$ cat src/rtl/index_table_sequencer.sv
// rtl/index_table_sequencer.sv - streams layer mask words through index_table_logic into the index table
module index_table_sequencer #(
  parameter int MEM_BW           = 128,
  parameter int ADDR_WIDTH_MASKS = 11,
  parameter int ADDR_WIDTH_INDEX = 10
) (
  input  logic                        clk,
  input  logic                        rst_in,
  input  logic                        start,
  input  logic [ADDR_WIDTH_MASKS-1:0] mask_base,
  input  logic [ADDR_WIDTH_MASKS:0]   num_masks,
  input  logic                        hold,
  output logic                        masks_re,
  output logic [ADDR_WIDTH_MASKS-1:0] masks_addr,
  output logic                        CE_signal,
  output logic [31:0]                 masks_transferred,
  input  logic                        delayed_CE,
  input  logic [ADDR_WIDTH_MASKS-1:0] delayed_masks_transferred,
  input  logic [31:0]                 activation_rows_total,
  output logic                        index_we,
  output logic [ADDR_WIDTH_INDEX-1:0] index_addr,
  output logic [31:0]                 index_wdata,
  output logic                        busy,
  output logic                        done,
  output logic                        err,
  output logic [31:0]                 layer_rows
);

  localparam int CW = ADDR_WIDTH_MASKS + 1;

  // Mask words pass straight from the SRAM into index_table_logic, so the
  // word width only has to agree between those two blocks.
  if (MEM_BW < 16) begin : g_mem_bw_narrow
  end

  typedef enum logic [1:0] {
    S_IDLE,
    S_ISSUE,
    S_DRAIN,
    S_FIN
  } state_t;

  state_t                      state;
  state_t                      state_nxt;

  logic [ADDR_WIDTH_MASKS-1:0] base_q;
  logic [CW-1:0]               num_q;
  logic [CW-1:0]               half_num;
  logic [CW-1:0]               rd_cnt;
  logic [CW-1:0]               wr_cnt;
  logic                        err_q;
  logic [31:0]                 base_total;
  logic [31:0]                 last_wdata;
  logic [31:0]                 last_total;

  logic                        start_ok;
  logic                        start_bad;
  logic                        wr_hit;
  logic                        wr_done;
  logic [ADDR_WIDTH_MASKS-1:0] pair_idx;
  logic [31:0]                 rebased;

  assign half_num = num_q >> 1;

  // State register
  always_ff @(posedge clk) begin
    if (rst_in) begin
      state <= S_IDLE;
    end else begin
      state <= state_nxt;
    end
  end

  // Next state, read issue and the combinational index-table write path
  always_comb begin
    state_nxt   = state;
    masks_re    = 1'b0;
    masks_addr  = '0;
    index_we    = 1'b0;
    index_addr  = '0;
    index_wdata = '0;
    start_ok    = 1'b0;
    start_bad   = 1'b0;
    busy        = (state == S_ISSUE) || (state == S_DRAIN);
    done        = (state == S_FIN);
    err         = (state == S_FIN) && err_q;

    // Only the odd word of a pair closes it, so only odd words write.
    pair_idx = delayed_masks_transferred >> 1;
    rebased  = activation_rows_total - base_total;
    wr_hit   = delayed_CE && delayed_masks_transferred[0] &&
               ((state == S_ISSUE) || (state == S_DRAIN));
    if (wr_hit) begin
      index_we    = 1'b1;
      index_addr  = ADDR_WIDTH_INDEX'(pair_idx);
      index_wdata = rebased;
    end

    // A write landing this cycle counts toward completion immediately.
    if (wr_hit) begin
      wr_done = ((wr_cnt + CW'(1)) == half_num);
    end else begin
      wr_done = (wr_cnt == half_num);
    end

    case (state)
      S_IDLE: begin
        if (start) begin
          if ((num_masks == '0) || num_masks[0]) begin
            start_bad = 1'b1;
            state_nxt = S_FIN;
          end else begin
            start_ok  = 1'b1;
            state_nxt = S_ISSUE;
          end
        end
      end
      S_ISSUE: begin
        if (!hold) begin
          masks_re   = 1'b1;
          masks_addr = base_q + rd_cnt[ADDR_WIDTH_MASKS-1:0];
          if (rd_cnt == (num_q - CW'(1))) begin
            state_nxt = S_DRAIN;
          end
        end
      end
      S_DRAIN: begin
        if (wr_done) begin
          state_nxt = S_FIN;
        end
      end
      S_FIN: begin
        state_nxt = S_IDLE;
      end
      default: begin
        state_nxt = S_IDLE;
      end
    endcase
  end

  // Run configuration, read/write counters and the reject flag
  always_ff @(posedge clk) begin
    if (rst_in) begin
      base_q <= '0;
      num_q  <= '0;
      rd_cnt <= '0;
      wr_cnt <= '0;
      err_q  <= 1'b0;
    end else begin
      if (start_bad) begin
        err_q <= 1'b1;
      end
      if (start_ok) begin
        base_q <= mask_base;
        num_q  <= num_masks;
        rd_cnt <= '0;
        wr_cnt <= '0;
        err_q  <= 1'b0;
      end else begin
        if (masks_re) begin
          rd_cnt <= rd_cnt + CW'(1);
        end
        if (index_we) begin
          wr_cnt <= wr_cnt + CW'(1);
        end
      end
    end
  end

  // Read-return stage: SRAM data is valid one cycle after masks_re
  always_ff @(posedge clk) begin
    if (rst_in) begin
      CE_signal         <= 1'b0;
      masks_transferred <= '0;
    end else begin
      CE_signal <= masks_re;
      if (masks_re) begin
        masks_transferred <= 32'(rd_cnt);
      end
    end
  end

  // Track the last write and rebase the running total at the end of a good layer
  always_ff @(posedge clk) begin
    if (rst_in) begin
      last_wdata <= '0;
      last_total <= '0;
      layer_rows <= '0;
      base_total <= '0;
    end else begin
      if (index_we) begin
        last_wdata <= index_wdata;
        last_total <= activation_rows_total;
      end
      if ((state == S_FIN) && !err_q) begin
        layer_rows <= last_wdata;
        base_total <= last_total;
      end
    end
  end

endmodule

$ cat config.mk
export PLATFORM = sky130hd
export DESIGN_NAME = index_table_sequencer
export DESIGN_NICKNAME = d
export VERILOG_FILES = /design/src/rtl/index_table_sequencer.sv
export SDC_FILE = /design/constraint.sdc
export NUM_CORES = 1
export LEC_CHECK = 0
export ABC_AREA = 1
export BUFFER_PORTS_ARGS = -buffer_cell sky130_fd_sc_hd__buf_2
export CAP_MARGIN = 20
export CORE_MARGIN = 10
export CORE_UTILIZATION = 55
export DETAILED_ROUTE_END_ITERATION = 7
export HOLD_SLACK_MARGIN = 0.15
export PLACE_DENSITY = 0.83
export SYNTH_ARGS = -nofsm -noshare
export SYNTH_HDL_FRONTEND = slang
export SYNTH_SLANG_ARGS = --single-unit
$ cat constraint.sdc
create_clock -name clk -period 4.8 [get_ports clk]
set_input_delay 0.24 -clock clk [delete_from_list [all_inputs] [get_ports clk]]
set_output_delay 0.24 -clock clk [all_outputs]
set_load 0.005 [all_outputs]
Word-level counts from Yosys, hierarchy flattened
Index checks and enable logic that the tools add are counted.

word-level totals
  bits in registers = 191
  output and inout port bits = 123
  bits of input ports = 71
  logic and storage cells = 58

operators by class
  reduce and logical (&&, ||, !) cells = 11
  equality and inequality tests = 10
  add/subtract/negate cells = 5
  mux-type cells = 20

operators with widths
  cell                     count
  $mux W32                 1
  $sub A32 B32 Y32         1
  $add A12 B1 Y12 const B  2
  $eq A12 B11 Y1           2
  $mux W11                 2
  $eq A12 B12 Y1           1
  $logic_not A12 Y1        1
  $sub A12 B1 Y12 const B  1
  $add A11 B11 Y11         1
  $mux W1                  10
  $mux W10                 1
  $mux W2                  5
  $pmux W2 S4              1
  $ne A2 B2 Y1 const B     3
  $eq A2 B2 Y1 const B     2
  $logic_and A1 B1 Y1      4
  $reduce_and A4 Y1        1
  $eq A2 B1 Y1 const B     1
  $logic_not A2 Y1         1
  $logic_or A1 B1 Y1       2
  $ne A2 B1 Y1 const B     1
  $reduce_or A2 Y1         1
  $logic_not A1 Y1         1

Logic depth before layout (Yosys ltp)
Gate-level depths: netlist (run 1).

  word-level depth = 6
  depth in mapped cells = 17
  mapped depth without buffers = 17

Worst setup path before layout (run 1)
OpenSTA, ideal clock, no wires.

  path kind = flip-flop to output port
  start = register base_total[0]
  end = output index_wdata[16]
  path slack = 2.699 ns
  data required time = 4.560 ns
  arrival time = 1.861 ns
  buffers on the path = 0
  stages on the path, launching flop included = 12
  cell sequence = dfxtp_1 > ha_1 > inv_1 > fa_1 > nand2_1 > a21oi_2 > nand3_1 > nand3_2 > a21oi_1 > nor2_1 > or3_1 > inv_1

on the way
  cells in the longest elaborated chain, start to end = 2

ends and longest elaborated chain
  element                   RTL line  RTL
  start: declaration        52        logic [31:0] base_total;
  start signal: assignment  197       base_total <= last_total;
  $sub A32 B32 Y32          90        rebased = activation_rows_total - base_total;
  $mux W32                  93        if (wr_hit) begin
  end: declaration          22        output logic [31:0] index_wdata,

No other way between the ends.

Worst setup path after layout (run 1)
  start = register state[0]
  end = output index_wdata[16]

on the way
  cells in the longest elaborated chain, start to end = 4
  elaborated cells between the ends (all ways) = 5
  classes of those cells = eq/ne: 2; mux: 1; reduce/logical: 2

ends and longest elaborated chain
  element                                              RTL line  RTL
  start: declaration                                   43        state_t state;
  start signal: assignment                             70        state <= state_nxt;
  $eq A2 B1 Y1 / $eq A2 B2 Y1 (equally long branches)  92        ((state == S_ISSUE) || (state == S_DRAIN));
  $logic_or A1 B1 Y1 *                                 92
  $logic_and A1 B1 Y1 *                                91        wr_hit = delayed_CE && delayed_masks_transferred[0] &&
  $mux W32 *                                           93

Mark *: on every way between the ends. The rest lies on a longest branch, timed or not.

==> impl_results.md, run 1 <==
- Met1 Usage GRT: 0.288
- Worst hold-check path type: input port to flop
- Inserted Clock Buffers: 17
- Die outline width: between 150 and 200 um
- Pleak: 5.66 nW
- Fraction of power spent switching nets: 0.367
- Max H-tree Level: 4
- Worst endpoint required time: ~4.6 ns
- Clock tree from TritonCTS: done
- Final-report max-slew violation count: 0
- Most used routing layer in global routing: met2
- Areal power density over the cells: between 400 and 500 nW/um^2
- Fmax: approximately 320 MHz
- Unrepaired setup endpoints after global routing: no
- Via count: 10600
- Antenna violations before repair: 0
- Total number of yosys warnings: 0
- Top-level port count: about 190
- Main area contributors after synthesis: sky130_fd_sc_hd__dfxtp_1 37%, sky130_fd_sc_hd__nand2_1 11%, sky130_fd_sc_hd__a21oi_1 9.7%, sky130_fd_sc_hd__inv_1 7.0%, sky130_fd_sc_hd__nor2_1 6.8%
- Status: finished clean
- Initial Util: 0.556
- Leading cell type in the layout, fill and taps excluded: sky130_fd_sc_hd__nand2_1
- Synthesized area per cell: roughly 6.7 sq um
- Vias in the first global route: ~10000
- Endpoint class of the critical path: output port
- Iteration count of the initial detailed-routing pass: 5
- Final #Nets: between 1500 and 2000
- Total global-route track usage: 0.239
- Aggregate global routing overflow: 0
- Post-layout instance count excluding filler cells: between 1500 and 2000
- Final count of hold timing violations: 0
- DRT iter0 DRCs: ~740
- Max FO, Critical Path: 53
- Highest ir drop seen on vdd: 0.252 mV
- Final period util: 0.660
- Clock latency reported for the late side of the worst-skew pair: roughly 0.44 ns
- Dominant cell type by area after synthesis: sky130_fd_sc_hd__dfxtp_1
- GR Layer Usage met3: 0.0459
- Total of buffers placed on input and output ports: between 150 and 200
- Count of placed standard cells including taps: between 1500 and 2000
- Total wirelength of the detailed-routed design: ~30 mm
- Share of total power in sequential cells: 0.372
- Synthesis-stage register bit count: roughly 190
- Number of clock sinks: 191
- Transition time at the pin with the least slew margin: slightly above 0.9 ns
- Final setup vio count: 0
- Die outline area: ~25000 sq um
- Routed Antenna Nets: 0
- Pin count of the biggest net entering global routing: roughly 100
- Aggregate negative setup slack: 0 ns
- Crit path time final: roughly 3.2 ns
- Kind of critical path: flop to output port
- Maximum root-to-sink buffer count: 2
- Arrival time worst endpoint: about 2.9 ns
- Design internal power: between 3 and 4 mW
- Share of layout cells above drive strength 1: 0.137
- Die Ht: about 160 um
- Instance count of the mapped netlist: roughly 1500
- Core Area: between 15000 and 20000 sq um
- Unique cell type count in the Yosys netlist: approximately 50
- Max-Slew Margin vs Limit: 0.382
- Layout-stage area growth over the synthesis result: 19.1%
- Number of remaining DRC errors: 0
- Reported net switching power: 1.92 mW
- Cell chosen for the clock root: sky130_fd_sc_hd__clkbuf_16
- Met2 routing resource usage after global routing: 0.420
- Per-cell routed wire length: 15.2 um
- Routability-driven placement congestion ratio: 0.949
- Detailed Place HPWL: roughly 22 mm
- Yosys top cell area share: 0.369
- Site Rows: 50
- Max capacitance violation total: 0
- Combinational Power Share: 0.345
- Commonest cells after routing, fill and taps aside: 314 x sky130_fd_sc_hd__nand2_1, 201 x sky130_fd_sc_hd__a21oi_1, 193 x sky130_fd_sc_hd__inv_1
- Kind of launch point of the worst setup path: flop
- Clock transition at the registers of the reported paths: ~0.070 ns
- First-pass GRT wire length: 48.9 mm
- Number of resized instances in the post-cts repair step: 0
- Post-synthesis instance area: 10400 sq um
- Antenna diodes: 0
- Register area share after synthesis: 0.369
- Worst Clk Skew: 0.00990 ns
- Clock share of power: 0.283
- Ratio of routed vias to standard cells: around 5.4
[power groups by stage]
stage | clock [mW] | sequential (mW) | combinational (mW)
after floorplan | 0 | 1.96 | 1.24
after global routing | 1.56 | 1.98 | 2.05
after CTS | 1.49 | 1.95 | 1.80
final | 1.48 | 1.95 | 1.81
after global placement | 0 | 1.97 | 1.71
after detailed placement | 0 | 1.98 | 1.75
[registers in the layout, indices dropped and copies added (netlist names), 2 cells and up]
| name | flops |
|---|---|
| masks_transferred | 12 |
| base_total | 32 |
| layer_rows | 32 |
| rd_cnt | 12 |
| last_wdata | 32 |
| num_q | 12 |
| last_total | 32 |
| wr_cnt | 12 |
| state | 2 |
| base_q | 11 |
[timing repair]
action,CTS,global route
hold buffers,45,0
setup buffers,0,0
hold endpoints to repair,45,0
setup endpoints to repair,0,0
[cell usage after synthesis (all sizes together)]
library cell / n
and2: 1
o31ai: 2
nand2: 316
buf: 27
and3: 1
a21oi: 202
conb: 1
clkinv: 3
nor4: 4
xor2: 15
xnor3: 1
a21o: 2
nor2: 197
o21a: 4
fa: 2
o21ai: 133
clkbuf: 50
nor3: 22
or3: 1
xnor2: 3
o2111ai: 3
dfxtp: 191
nor3b: 1
or2: 7
a31oi: 1
o21bai: 8
o22ai: 2
nor4b: 1
nand3: 80
a211oi: 1
nand4: 12
ha: 48
nand3b: 6
inv: 197
[routing by layer]
| layer | routed length (um) | share of wire |
|---|---|---|
| met3 | 2190 | 0.073 |
| met2 | 15000 | 0.50 |
| met5 | 0 | 0 |
| met4 | 500 | 0.017 |
| met1 | 12400 | 0.41 |
[path summary, 6_finish.rpt]
path,cells past startpoint,startpoint,slack (ns),endpoint
worst min register to register,2,last_total[31],0.45,last_total[31]
worst min-delay path,3,mask_base[10],0.15,base_q[10]
worst max register to register,15,state[0],1.79,state[1]
worst max-delay path,7,state[0],1.63,index_wdata[16]
[critical path: stages (launching register included)]
cell and delay, ns:
sky130_fd_sc_hd__dfxtp_1 0.38, sky130_fd_sc_hd__inv_1 0.08, sky130_fd_sc_hd__ha_1 0.35, sky130_fd_sc_hd__nand3_4 0.50
sky130_fd_sc_hd__buf_4 0.50, sky130_fd_sc_hd__or3_1 0.49, sky130_fd_sc_hd__inv_1 0.07, sky130_fd_sc_hd__buf_2 0.11
[cell type report]
cell class / instances / area (sq um)
fillers: 1606 / 6290
multi-input cells: 1096 / 5510
flip-flops and latches: 191 / 3820
repair buffers: 225 / 1370
inverters: 200 / 751
clock buffers: 21 / 460
well taps: 234 / 293
clock inverters: 10 / 150
[through the flow]
step	total power [mW]	hold WS, ns	cell area (sq um)	utilization	setup slack [ns]
floorplan	3.20	0.384	10400	-	2.70
global placement	3.68	0.440	11300	0.606	1.87
detailed placement	3.73	0.443	11300	0.606	1.82
CTS	5.24	0.154	12400	0.663	1.60
global route	5.58	0.155	12400	0.663	1.45
finish	5.24	0.153	12400	0.663	1.63
[cells by family after synthesis]
family	after synthesis	synth area share
xor+xnor	19	0.0174
buf+inv	277	0.108
flops	191	0.369
compound gates	358	0.180
simple gates	649	0.264
fa+ha+maj	50	0.0618
other cells	1	0.000362
No activity file was read; power rests on OpenSTA's default activity.
==> run 2, diff against run 1 <==
==> constraint.sdc (replaced) <==
create_clock -name clk -period 3.2 [get_ports clk]
set_input_delay 0.16 -clock clk [delete_from_list [all_inputs] [get_ports clk]]
set_output_delay 0.16 -clock clk [all_outputs]
set_load 0.005 [all_outputs]
==> run 2 against run 1 <==
Final area is 0.89% higher. Global-route usage down 0.44 points. Power increased by 48%. Critical path type is now input port to output port. Critical path depth rose by 10. Sequential share of layout area is 0.27 points lower. Sequential power increased by 50%. Combinational power increased by 50%. Setup slack got worse by 1.5 ns. Clock skew is 0.0010 ns lower. Flip-flop and latch count did not move. Non-clock buffer count grew 13. Count of clock-buffer cells in the layout shrank 3.
==> impl_results.md, run 2 (synthesis results as in run 1) <==
- Total global-route track usage: 0.234 (was 0.239)
- Worst Clk Skew: 0.00886 ns (was 0.00990 ns)
- Layout-stage area growth over the synthesis result: 20.2% (was 19.1%)
- Clock share of power: 0.272 (was 0.283)
- Transition time at the pin with the least slew margin: 0.894 ns (was 0.924 ns)
- Max incr delay on CP: 0.55 ns (was 0.50 ns)
- Count of placed standard cells including taps: 1903 (was 1901)
- Slowest CP cell: sky130_fd_sc_hd__dlygate4sd3_1 (was sky130_fd_sc_hd__nand3_4)
- Share of layout cells above drive strength 1: 0.138 (was 0.137)
- Total wirelength of the detailed-routed design: 29.5 mm (was 30.1 mm)
- Arrival time worst endpoint: 2.89 ns (was 2.93 ns)
- Cell with the most instances on the worst path: sky130_fd_sc_hd__inv_1 (unchanged)
- Reported net switching power: 2.87 mW (was 1.92 mW)
- Max H-tree Level: 4 (unchanged)
- Antenna diodes: 0 (unchanged)
- Cell chosen for the clock root: sky130_fd_sc_hd__clkbuf_16 (unchanged)
- Site Rows: 50 (unchanged)
- Fmax: ~330 MHz
- Number of buffers and inverters on the critical path: 7 (was 4)
- Number of remaining DRC errors: 0 (unchanged)
- Category of cells accounting for the largest share of critical-path delay: buffers and inverters (was simple AND/OR/NAND/NOR gates)
- Commonest cells after routing, fill and taps aside: 314 x sky130_fd_sc_hd__nand2_1, 201 x sky130_fd_sc_hd__a21oi_1, 193 x sky130_fd_sc_hd__inv_1 (unchanged)
- Iteration count of the initial detailed-routing pass: 6 (was 5)
- Final Total Pwr: 7.75 mW (was 5.24 mW)
- Aggregate negative setup slack: 0 ns (unchanged)
- Worst hold-check path type: input port to flop (unchanged)
- Final worst setup slack: 0.150 ns (was 1.63 ns)
- Max-Slew Margin vs Limit: 0.404 (was 0.382)
- Clock transition at the registers of the reported paths: 0.07 ns (about the same)
- Clock tree from TritonCTS: done (unchanged)
- Die outline area: 24700 sq um (unchanged)
- Max capacitance violation total: 0 (unchanged)
- Leading cell type in the layout, fill and taps excluded: sky130_fd_sc_hd__nand2_1 (unchanged)
- Share of total power in sequential cells: 0.376 (was 0.372)
- Pleak: 5.71 nW (was 5.66 nW)
- Post-layout instance count excluding filler cells: 1991 (was 1977)
- Number of clock sinks: 191 (unchanged)
- Dpl ws: 0.751 ns (was 1.82 ns)
- Initial Util: 0.556 (unchanged)
- Die Ht: 157 um (unchanged)
- Antenna violations before repair: 2 (was 0)
- Routability-driven placement congestion ratio: 0.969 (was 0.949)
- Design internal power: 4.88 mW (was 3.32 mW)
- Core Area: 18600 sq um (unchanged)
- Worst endpoint required time: 3.04 ns (was 4.56 ns)
- Combinational Power Share: 0.351 (was 0.345)
- Highest ir drop seen on vdd: 0.488 mV (was 0.252 mV)
- Ratio of routed vias to standard cells: 5.22 (was 5.37)
- Max FO, Critical Path: 4 (was 53)
- Detailed Place HPWL: 21.4 mm (was 21.7 mm)
- Top-level port count: 194 (unchanged)
- Worst hold slack: 0.212 ns (was 0.153 ns)
- Final period util: 0.953
- Total of buffers placed on input and output ports: 173 (unchanged)
- Final-report max-slew violation count: 0 (unchanged)
- Status: finished clean (unchanged)
- Crit path time final: roughly 3.0 ns
- Via count: 10400 (was 10600)
- Aggregate global routing overflow: 0 (unchanged)
- Chain of cells forming the critical path: dlygate4sd3_1 -> buf_2 -> inv_1 -> ha_1 -> inv_1 -> fa_1 -> nand2_1 -> a21oi_2 -> a21oi_1 -> inv_1 -> a21o_1 -> nand2_1 -> nand3_1 -> nand2_1 -> nand3_1 -> inv_1 -> buf_2 (was inv_1 -> ha_1 -> nand3_4 -> buf_4 -> or3_1 -> inv_1 -> buf_2)
- Final setup vio count: 0 (unchanged)
- Fraction of power spent switching nets: 0.370 (was 0.367)
- Vias in the first global route: 9732 (was 10000)
- Maximum root-to-sink buffer count: 2 (unchanged)
- Kind of critical path: input port to output port (was flop to output port)
- Routed Antenna Nets: 0 (unchanged)
- Final #Nets: 1865 (was 1852)
- First-pass GRT wire length: 47.5 mm (was 48.9 mm)
- Kind of launch point of the worst setup path: input port (was flop)
- Unrepaired setup endpoints after global routing: no (unchanged)
- DRT iter0 DRCs: 700 (was 739)
- Die outline width: 157 um (unchanged)
- Pin count of the biggest net entering global routing: 101 (unchanged)
- Per-cell routed wire length: 14.8 um (was 15.2 um)
- Areal power density over the cells: 622 nW/um^2 (was 424 nW/um^2)
- Inserted Clock Buffers: 17 (unchanged)
- Endpoint class of the critical path: output port (unchanged)
- Clock latency reported for the late side of the worst-skew pair: 0.44 ns (about the same)
- Final count of hold timing violations: 0 (unchanged)
==> run 2: cell types whose count changed in the layout (fill, tap and decap cells not counted) <==
cell / previous run / this run
sky130_fd_sc_hd__inv_6: 2 / 1
sky130_fd_sc_hd__buf_12: 0 / 2
sky130_fd_sc_hd__bufinv_16: 3 / 2
sky130_fd_sc_hd__dlygate4sd3_1: 45 / 56
sky130_fd_sc_hd__clkinv_2: 0 / 6
sky130_fd_sc_hd__clkbuf_1: 2 / 1
sky130_fd_sc_hd__clkbuf_8: 2 / 0
==> run 2: path summary, 6_finish.rpt <==
kind / startpoint / to / slack [ns] / cells after the start
max: activation_rows_total[0] / index_wdata[26] / 0.15 / 17
min: delayed_masks_transferred[0] / wr_cnt[4] / 0.21 / 5
max reg2reg: state[0] / rd_cnt[11] / 0.78 / 10
min reg2reg: base_q[3] / base_q[3] / 0.46 / 2
==> run 2: power by group through the flow <==
stage                     combinational, mW  clock, mW  sequential [mW]
final                                  2.72       2.11             2.92
after global routing                   3.10       2.23             2.96
after CTS                              2.72       2.13             2.92
after detailed placement               2.65          0             2.97
after global placement                 2.60          0             2.96
after floorplan                        1.86          0             2.94
==> run 2: repair_timing <==
action | CTS | global route
resized for setup | 0 | 0
hold buffers | 56 | 0
setup buffers | 0 | 0
endpoints found under the hold margin | 55 | 0
==> run 2: cell type report <==
| class | count | area [sq um] |
|---|---|---|
| multi-input combinational | 1096 | 5510 |
| inverter | 200 | 751 |
| fill | 1612 | 6180 |
| timing repair buffer | 238 | 1520 |
| tap | 234 | 293 |
| clock buffer | 18 | 429 |
| clock inverter | 14 | 141 |
| sequential | 191 | 3820 |
==> run 2: worst register-to-register path, stage by stage, from the launching register on <==
cell                      delay [ns]
sky130_fd_sc_hd__dfxtp_1        0.40
sky130_fd_sc_hd__ha_1           0.22
sky130_fd_sc_hd__nand2_1        0.27
sky130_fd_sc_hd__inv_1          0.38
sky130_fd_sc_hd__nand4_1        0.16
sky130_fd_sc_hd__inv_1          0.12
sky130_fd_sc_hd__nand3_1        0.11
sky130_fd_sc_hd__nor2_1         0.15
sky130_fd_sc_hd__nand2_1        0.12
sky130_fd_sc_hd__nor4b_1        0.27
sky130_fd_sc_hd__nor3_1         0.09
==> run 2: metrics by stage <==
stage,util,cell area (sq um)
finish,0.669,12500
global route,0.669,12500
CTS,0.669,12500
detailed placement,0.608,11300
global placement,0.608,11300
floorplan,-,10400
==> run 2: per-layer routing <==
| layer | wire length (um) | global-route usage | part of all wire |
|---|---|---|---|
| met1 | 12300 | 0.276 | 0.42 |
| met2 | 14800 | 0.414 | 0.50 |
| met3 | 1660 | 0.0450 | 0.056 |
| met4 | 757 | 0.0815 | 0.026 |
| met5 | 0 | 0 | 0 |
